`config.mk`:
```
export PLATFORM = sky130hd
export DESIGN_NAME = rr_enq_arbiter
export DESIGN_NICKNAME = d
export VERILOG_FILES = /design/src/rtl/rr_enq_arbiter.sv
export SDC_FILE = /design/constraint.sdc
export NUM_CORES = 1
export LEC_CHECK = 0
export CORE_AREA = 10 10 273 275
export CTS_CLUSTER_DIAMETER = 50
export DETAILED_ROUTE_END_ITERATION = 6
export DIE_AREA = 0 0 283 285
export PLACE_DENSITY_LB_ADDON = 0.15
export SYNTH_ARGS = -nofsm -noshare
export SYNTH_HDL_FRONTEND = slang
export SYNTH_SLANG_ARGS = --single-unit
export TNS_END_PERCENT = 5
```
`constraint.sdc`:
```
create_clock -name CLK -period 3.2 [get_ports CLK]
set_input_delay 0.64 -clock CLK [delete_from_list [all_inputs] [get_ports CLK]]
set_output_delay 0.64 -clock CLK [all_outputs]
set_load 0.02 [all_outputs]
```
`src/rtl/rr_enq_arbiter.sv`:
```
// Round-robin arbiter sharing one downstream enq port among NREQ requesters, with bounded bursts.
// Latency: zero cycles; the winner's data and tag pass combinationally to the output port.
// Backpressure: out_enq_rdy=0 blocks every req_enq_rdy; ptr, bcnt and counters hold until a transfer.
//
// Ports:
//   CLK, RST                          clock, synchronous active-high reset
//   req_enq_ena / _v / _rdy           per-requester enq handshake, data packed at [i*DW +: DW]
//   out_enq_ena / _v / _tag           downstream enq request, winner data, winner index
//   out_enq_rdy                       downstream can accept
//   stat_clear / stat_count           counter clear, saturating per-requester transfer counts at [i*CW +: CW]
module rr_enq_arbiter #(
    parameter int NREQ  = 4,
    parameter int DW    = 128,
    parameter int TW    = 2,
    parameter int BURST = 2,
    parameter int CW    = 16
) (
    input  logic               CLK,
    input  logic               RST,
    input  logic [NREQ-1:0]    req_enq_ena,
    input  logic [NREQ*DW-1:0] req_enq_v,
    output logic [NREQ-1:0]    req_enq_rdy,
    output logic               out_enq_ena,
    output logic [DW-1:0]      out_enq_v,
    output logic [TW-1:0]      out_enq_tag,
    input  logic               out_enq_rdy,
    input  logic               stat_clear,
    output logic [NREQ*CW-1:0] stat_count
);

    logic [TW-1:0] ptr;
    logic [3:0]    bcnt;
    logic [CW-1:0] cnt [NREQ];

    logic [TW-1:0] win;
    logic [TW-1:0] win_nxt;
    logic [TW:0]   sum;
    logic          any;
    logic          xfer;

    assign any  = |req_enq_ena;
    assign xfer = any & out_enq_rdy;

    // Walk the offsets from farthest to nearest so the nearest enabled index
    // (counting upward from ptr with wrap) is the last one written.
    always_comb begin
        win = '0;
        sum = '0;
        for (int k = NREQ - 1; k >= 0; k--) begin
            sum = {1'b0, ptr} + (TW+1)'(k);
            if (sum >= (TW+1)'(NREQ)) begin
                sum = sum - (TW+1)'(NREQ);
            end
            if (req_enq_ena[sum[TW-1:0]]) begin
                win = sum[TW-1:0];
            end
        end
    end

    assign win_nxt = (win == TW'(NREQ - 1)) ? '0 : win + TW'(1);

    always_comb begin
        out_enq_ena = any;
        out_enq_v   = '0;
        out_enq_tag = '0;
        req_enq_rdy = '0;
        for (int i = 0; i < NREQ; i++) begin
            if (any && win == TW'(i)) begin
                out_enq_v      = req_enq_v[i*DW +: DW];
                out_enq_tag    = TW'(i);
                req_enq_rdy[i] = out_enq_rdy;
            end
        end
    end

    // Burst bookkeeping: the ptr holder keeps top priority for BURST transfers;
    // a non-holder that wins takes over ptr and starts its own burst.
    always_ff @(posedge CLK) begin
        if (RST) begin
            ptr  <= '0;
            bcnt <= '0;
        end else if (xfer) begin
            if (win == ptr) begin
                if (({1'b0, bcnt} + 5'd1) < 5'(BURST)) begin
                    bcnt <= bcnt + 4'd1;
                end else begin
                    ptr  <= win_nxt;
                    bcnt <= '0;
                end
            end else if (BURST > 1) begin
                ptr  <= win;
                bcnt <= 4'd1;
            end else begin
                ptr  <= win_nxt;
                bcnt <= '0;
            end
        end
    end

    // Clear beats a same-cycle increment; counters stick at all-ones.
    always_ff @(posedge CLK) begin
        for (int i = 0; i < NREQ; i++) begin
            if (RST || stat_clear) begin
                cnt[i] <= '0;
            end else if (xfer && win == TW'(i) && cnt[i] != '1) begin
                cnt[i] <= cnt[i] + CW'(1);
            end
        end
    end

    always_comb begin
        stat_count = '0;
        for (int i = 0; i < NREQ; i++) begin
            stat_count[i*CW +: CW] = cnt[i];
        end
    end

endmodule

```
==> flow_summary.toml, run 1 <==
[outcome]
status = "complete, but fails checks"
violations = "negative setup slack"

[route]
route.detailed.drc = 0
top_layer = "met5"
drt_iter0_markers = 531
wl_met3_mm = 6.46
wl_per_cell_um = 28.7
wl_met1_mm = 29.0
wl_met2_mm = 37.7
antenna_left = 0
via_per_inst = 4.12
num_vias = 10700
dr.pass1.iters = 5
postRouteWirelength_mm = 74.5

[synthesis]
synth_seq_cells = 70
synth_mux_area_frac = 0.00268
synth_top_family_by_area = "compound AO/OA/AOI/OAI gates"
synthSimpleGateAreaFrac = 0.189
synth_warnings = 0
synth.avg_cell_area_um2 = 9.07
ys_types = 44
synth-adder-area-share = 0.0151
synthCells = 822
syn_nets = 1351
synth_xor_area_frac = 0.0669
ys_async_sr_fraction = 0
synth_edf_count = 64
ys_dominant_reg_cell = "edfxtp_1"
synth_area_um2 = 7460
seq_area_frac_synth = 0.274
synth_compound_area_frac = 0.374

[clocking]
clk_pin_slew_ns = 0.07
htreeDepth = 3
cts_buffers = 9
clk_latency_ns = 0.36
root_buffer = "clkbuf_16"
cts.sinks = 70
cts_tree = "built"
cts_buffer_depth = 2

[layout]
fill_cells = 7479
fin_area_um2 = 17800
drive_gt1_frac = 0.298
fin_cells = 2597
fin_nets = 2163
syn_to_final_growth_pct = 139

[critical_path]
critPathMaxStageDelay_ns = 0.39
r2r_start = "ptr[1]$_SDFFE_PP0P_"
crit_path_cell_trace = "mux2i_4 -> nor2_4 -> a311oi_2 -> buf_4 -> ha_4 -> nand3b_1 -> buf_6 -> buf_12 -> buf_6 -> o22ai_1 -> nor2_1 -> clkdlybuf4s15_2"
cp-endpoint = "out_enq_v[42]"
cp_data_required_time_ns = 2.56
crit_path_max_fanout = 16
endpoint_kind = "primary output"
worst_path_max_delay_cell = "dfxtp_4"
crit_path_frequent_cell = "buf_6"
r2r_slack_ns = 0.59
cp-startpoint = "ptr[1]$_SDFFE_PP0P_"
crit_arrival_ns = 2.88
rr_endpoint = "cnt[1][4]$_SDFFCE_PN0P_"
r2r_cells = 11
crit_path_start_kind = "flip-flop"
crit_type = "reg2out"

[floorplan]
dieArea_um2 = 80700
ios = 719
die_w_um = 283
num_rows = 97
initial_core_util = 0.108
core_um2 = 69300
die_h_um = 285

[place]
routabilityCongestion = 0.953
dpl_cell_area_um2 = 16700
place_inst = 2532
dp_hpwl_mm = 61.7
io_buffers = 718

[sta]
fin_skew_ns = 0.00906
slew_viol_final = 0
period_share = 1.10
relSlewSlack = 0.731
fmax_ghz = 0.284
grt_setup_unrepaired = "yes"
fin_hold_ws_ns = 0.497
hold_viol = 0
tightest_slew_ns = 0.399
worst_slack_ns = -0.323
min_period_ns = 3.52
finalSetupViolations = 128

[grt]
grt_use_total = 0.173
grt_first_pass_wirelength_mm = 99.1
grt_max_degree = 44
antenna_found_initial = 48
grt_pass1_vias = 10900
grt_overflow_total = 0

[power_and_ir_drop]
power_density_nw_per_um2 = 447
irDropWorstVdd_uv = 230
total_power_mw = 7.96
power_leakage_nw = 6.56

[flow_run]
max_cap_viol_count = 0

[hold_path]
hold_class = "reg2reg"
## area by class of cell
type	count	area, µm²	share of cell area
Multi-Input combinational cell	660	5440	0.305
Timing Repair Buffer	880	8770	0.492
Inverter	13	48.8	0.00274
Clock inverter	7	75.1	0.00421
Tap cell	940	1180	0.0660
Clock buffer	9	225	0.0126
Antenna cell	18	45.0	0.00253
Sequential cell	70	2050	0.115
## Yosys cell counts (4+ instances only)
cell type / n / area (µm²)
nor2_1: 207 / 777
o22ai_1: 129 / 807
a221oi_2: 120 / 1800
edfxtp_1: 64 / 1920
buf_2: 55 / 275
xor2_1: 33 / 289
nand3_1: 28 / 140
xnor2_1: 24 / 210
and3_1: 23 / 144
nand2_1: 23 / 86.3
inv_1: 12 / 45.0
buf_8: 10 / 150
nand4_1: 10 / 62.6
ha_1: 9 / 113
a221oi_1: 8 / 70.1
dfxtp_1: 6 / 120
and4_1: 5 / 43.8
buf_6: 5 / 56.3
clkbuf_1: 5 / 18.8
o21ai_0: 5 / 25.0
a21oi_1: 4 / 20.0
and2_1: 4 / 25.0
nor3_1: 4 / 20.0
## logic make-up (layout without fill, tap and decap cells)
group	Yosys count	after routing
AND/OR/NAND/NOR	318	318
XOR/XNOR	57	57
other	0	18
AO/OA/AOI/OAI	274	274
flip-flops	70	70
multiplexers	2	2
buffers and inverters	92	909
adder cells (fa/ha/maj)	9	9
## state kept, by name (all words and copies together), names as in the netlist
register,count
cnt,64
bcnt,4
ptr,2
## how the worst min path moves through the flow
stage	start	to	cells past startpoint
CTS	bcnt[3]$_SDFFE_PP0P_	bcnt[3]$_SDFFE_PP0P_	1
global route	bcnt[3]$_SDFFE_PP0P_	bcnt[3]$_SDFFE_PP0P_	1
detailed placement	bcnt[3]$_SDFFE_PP0P_	bcnt[3]$_SDFFE_PP0P_	1
floorplan	bcnt[1]$_SDFFE_PP0P_	bcnt[1]$_SDFFE_PP0P_	1
finish	bcnt[3]$_SDFFE_PP0P_	bcnt[3]$_SDFFE_PP0P_	1
global placement	bcnt[1]$_SDFFE_PP0P_	bcnt[1]$_SDFFE_PP0P_	1
## per-layer routing
layer / vias up / GRT usage
li1: 4905 / -
met1: 5241 / 0.193
met2: 444 / 0.309
met3: 88 / 0.0670
met4: 30 / 0.0334
met5: - / 0
## critical path: cells and delay by family, from the launching register on
family / cells / cell delay (ns)
AO/OA/AOI/OAI: 2 / 0.35
flip-flops: 1 / 0.39
multiplexers: 1 / 0.27
buffers and inverters: 5 / 0.98
AND/OR/NAND/NOR: 3 / 0.35
adder cells (fa/ha/maj): 1 / 0.15
## where the power goes
part / leakage [nW] / internal, mW / switching, mW
sequential: 0.770 / 1.06 / 0.0782
clock: 0.138 / 0.605 / 0.460
combinational: 5.65 / 2.77 / 2.99
## repair_timing
action	CTS	global route
gates resized for setup	585	74
gates cloned	10	2
pin swaps	68	44
setup buffers	9	12
setup endpoints to repair	134	132
hold buffers	0	0
## through the flow
stage	setup TNS, ns	worst slack (ns)	utilization
3_5_place_dp	-146.07	-1.20	0.240
2_1_floorplan	0	0.00643	-
4_1_cts	-27.45	-0.327	0.252
3_3_place_gp	-144.76	-1.20	0.240
6_report	-25.80	-0.323	0.257
5_1_grt	-38.88	-0.420	0.257
## cell usage in the layout, fill, tap and decap left out, types with 3 or more instances in the layout
cell type,n
dfxtp_1,4
buf_12,34
a221oi_2,99
buf_16,10
o22ai_1,109
and3_1,23
o22ai_2,20
clkdlybuf4s50_1,581
diode_2,18
a221oi_4,28
nor2_2,6
nand4_1,10
buf_2,59
ha_4,3
dlymetal6s2s_1,3
nor2_1,200
and2_1,4
xor2_1,33
nand3_1,28
o21ai_0,3
clkbuf_16,11
and4_1,5
nor3_1,4
buf_6,24
ha_1,6
clkinvlp_4,3
xnor2_1,24
inv_2,3
buf_4,154
edfxtp_1,64
nand2_1,22
clkdlybuf4s15_2,6
inv_1,10
Note: power is estimated with default switching activity, not from simulation.
==> inputs of run 2 (changes only) <==
--- a/config.mk
+++ b/config.mk
@@ -10,6 +10,7 @@
 export DETAILED_ROUTE_END_ITERATION = 6
 export DIE_AREA = 0 0 283 285
 export PLACE_DENSITY_LB_ADDON = 0.15
+export SETUP_SLACK_MARGIN = 0.02
 export SYNTH_ARGS = -nofsm -noshare
 export SYNTH_HDL_FRONTEND = slang
 export SYNTH_SLANG_ARGS = --single-unit
==> run 2 against run 1 <==
  * The run still ends with negative setup slack left
  * Critical path depth unchanged
  * Fmax up 0.86%
  * Core utilization down 0.36 points
  * Worst setup slack better by 0.030 ns
  * Die area did not move
  * Cell count is 0.23% lower
  * Flip-flop and latch count did not move
==> flow_summary.toml, run 2 (same netlist as run 1, synthesis figures left out) <==
[outcome]
status = "complete, but fails checks"
violations = "negative setup slack"

[sta]
worst_slack_ns = -0.293
finalSetupTns_ns = -26.02
hold_viol = 0
period_share = 1.09
fin_skew_ns = 0.00768
fmax_ghz = 0.286
finalSetupViolations = 128
slew_viol_final = 0
relSlewSlack = 0.649
tightest_slew_ns = 0.524
min_period_ns = 3.49
fin_hold_ws_ns = 0.492
grt_setup_unrepaired = "yes"

[floorplan]
die_w_um = 283
num_rows = 97
ios = 719
die_h_um = 285
initial_core_util = 0.108
dieArea_um2 = 80700
core_um2 = 69300

[power_and_ir_drop]
irDropWorstVdd_uv = 385
power_density_nw_per_um2 = 438
power_leakage_nw = 6.47

[clocking]
cts_buffers = 9
root_buffer = "clkbuf_16"
clk_latency_ns = 0.35
ctsHoldBuffers = 0
clk_pin_slew_ns = 0.05
htreeDepth = 3
cts_buffer_depth = 2
cts_tree = "built"
cts.sinks = 70

[grt]
grt_pass1_vias = 10800
grt_first_pass_wirelength_mm = 96.6
grt_overflow_total = 0
grt_use_total = 0.169
antenna_found_initial = 50
grt_max_degree = 21

[layout]
fill_cells = 7474
fin_nets = 2166
largest-register = "cnt"
drive_gt1_frac = 0.295
seqCellArea_um2 = 2050
mostFrequentLayoutCells = "clkdlybuf4s50_1 (581), nor2_1 (190), buf_4 (176)"
syn_to_final_growth_pct = 136
multi_input_area_um2 = 5240
final_common_cell = "clkdlybuf4s50_1"
largest_register_ffs = 64
top_regs = "cnt: 64 flops, bcnt: 4 flops, ptr: 2 flops"

[route]
route.detailed.drc = 0
num_vias = 10600
drt_iter0_markers = 481
antenna_left = 0
via_per_inst = 4.09
postRouteWirelength_mm = 72.8
dr.pass1.iters = 4
wl_per_cell_um = 28.1

[critical_path]
worst_path_max_delay_cell = "dfxtp_4"
crit_path_max_fanout = 15
crit_family = "buffers and inverters"
crit_path_start_kind = "flip-flop"
critPathMaxStageDelay_ns = 0.38
cp_data_required_time_ns = 2.56
crit_path_cell_trace = "mux2i_4 -> nor2_2 -> buf_4 -> a311oi_4 -> inv_2 -> ha_4 -> and3b_4 -> buf_12 -> buf_12 -> a221oi_4 -> nor2_1 -> buf_2"
critPathBufInv = 5
crit_path_frequent_cell = "buf_12"
crit_arrival_ns = 2.85
endpoint_kind = "primary output"
crit_type = "reg2out"

[flow_run]
max_cap_viol_count = 0

[hold_path]
hold_class = "reg2reg"

[place]
dp_hpwl_mm = 61.2
dp_slack_ns = -1.31
routabilityCongestion = 0.946
io_buffers = 718
[run 2: path summary, 6_finish.rpt]
check	start	end	slack, ns	depth (start not counted)
hold reg to reg	bcnt[1]$_SDFFE_PP0P_	bcnt[1]$_SDFFE_PP0P_	0.49	1
setup reg to reg	ptr[1]$_SDFFE_PP0P_	cnt[1][6]$_SDFFCE_PN0P_	0.68	12
setup / recovery	ptr[1]$_SDFFE_PP0P_	out_enq_v[72]	-0.29	12
hold / removal	bcnt[1]$_SDFFE_PP0P_	bcnt[1]$_SDFFE_PP0P_	0.49	1
[run 2: repair_timing]
item | CTS | global route
resized for setup | 613 | 91
cloned | 6 | 5
endpoints found under the setup margin | 134 | 132
buffers inserted | 5 | 22
pin swaps | 48 | 62
hold endpoints to repair | 0 | 0
[run 2: area by class of cell]
| class | count | share of cell area |
|---|---|---|
| inverter | 13 | 0.00278 |
| multi-input combinational | 660 | 0.298 |
| clock inverter | 4 | 0.000925 |
| tap | 940 | 0.0669 |
| clock buffer | 10 | 0.0130 |
| sequential | 70 | 0.116 |
| antenna | 11 | 0.00157 |
| timing repair buffer | 883 | 0.500 |
[run 2: power by group]
part	total, mW	switching (mW)	internal, mW
Sequential	1.14	0.0771	1.06
Combinational	5.65	2.88	2.77
Clock	0.913	0.406	0.507
Total	7.70	3.36	4.34
[run 2: stage by stage]
step	util	cell area, µm²	instances	power, mW
after floorplan	-	7490	822	3.62
after global placement	0.240	16600	2529	6.57
after detailed placement	0.240	16600	2529	6.55
after CTS	0.245	17000	2554	7.48
after global routing	0.253	17600	2585	8.12
final	0.254	17600	2591	7.70
[run 2: layer usage]
layer	vias to the layer above	GRT usage	routed length [µm]
met2	486	0.321	38600
met3	98	0.0546	5530
met1	5081	0.179	26800
met5	-	0	181
li1	4899	-	-
met4	26	0.0312	1650
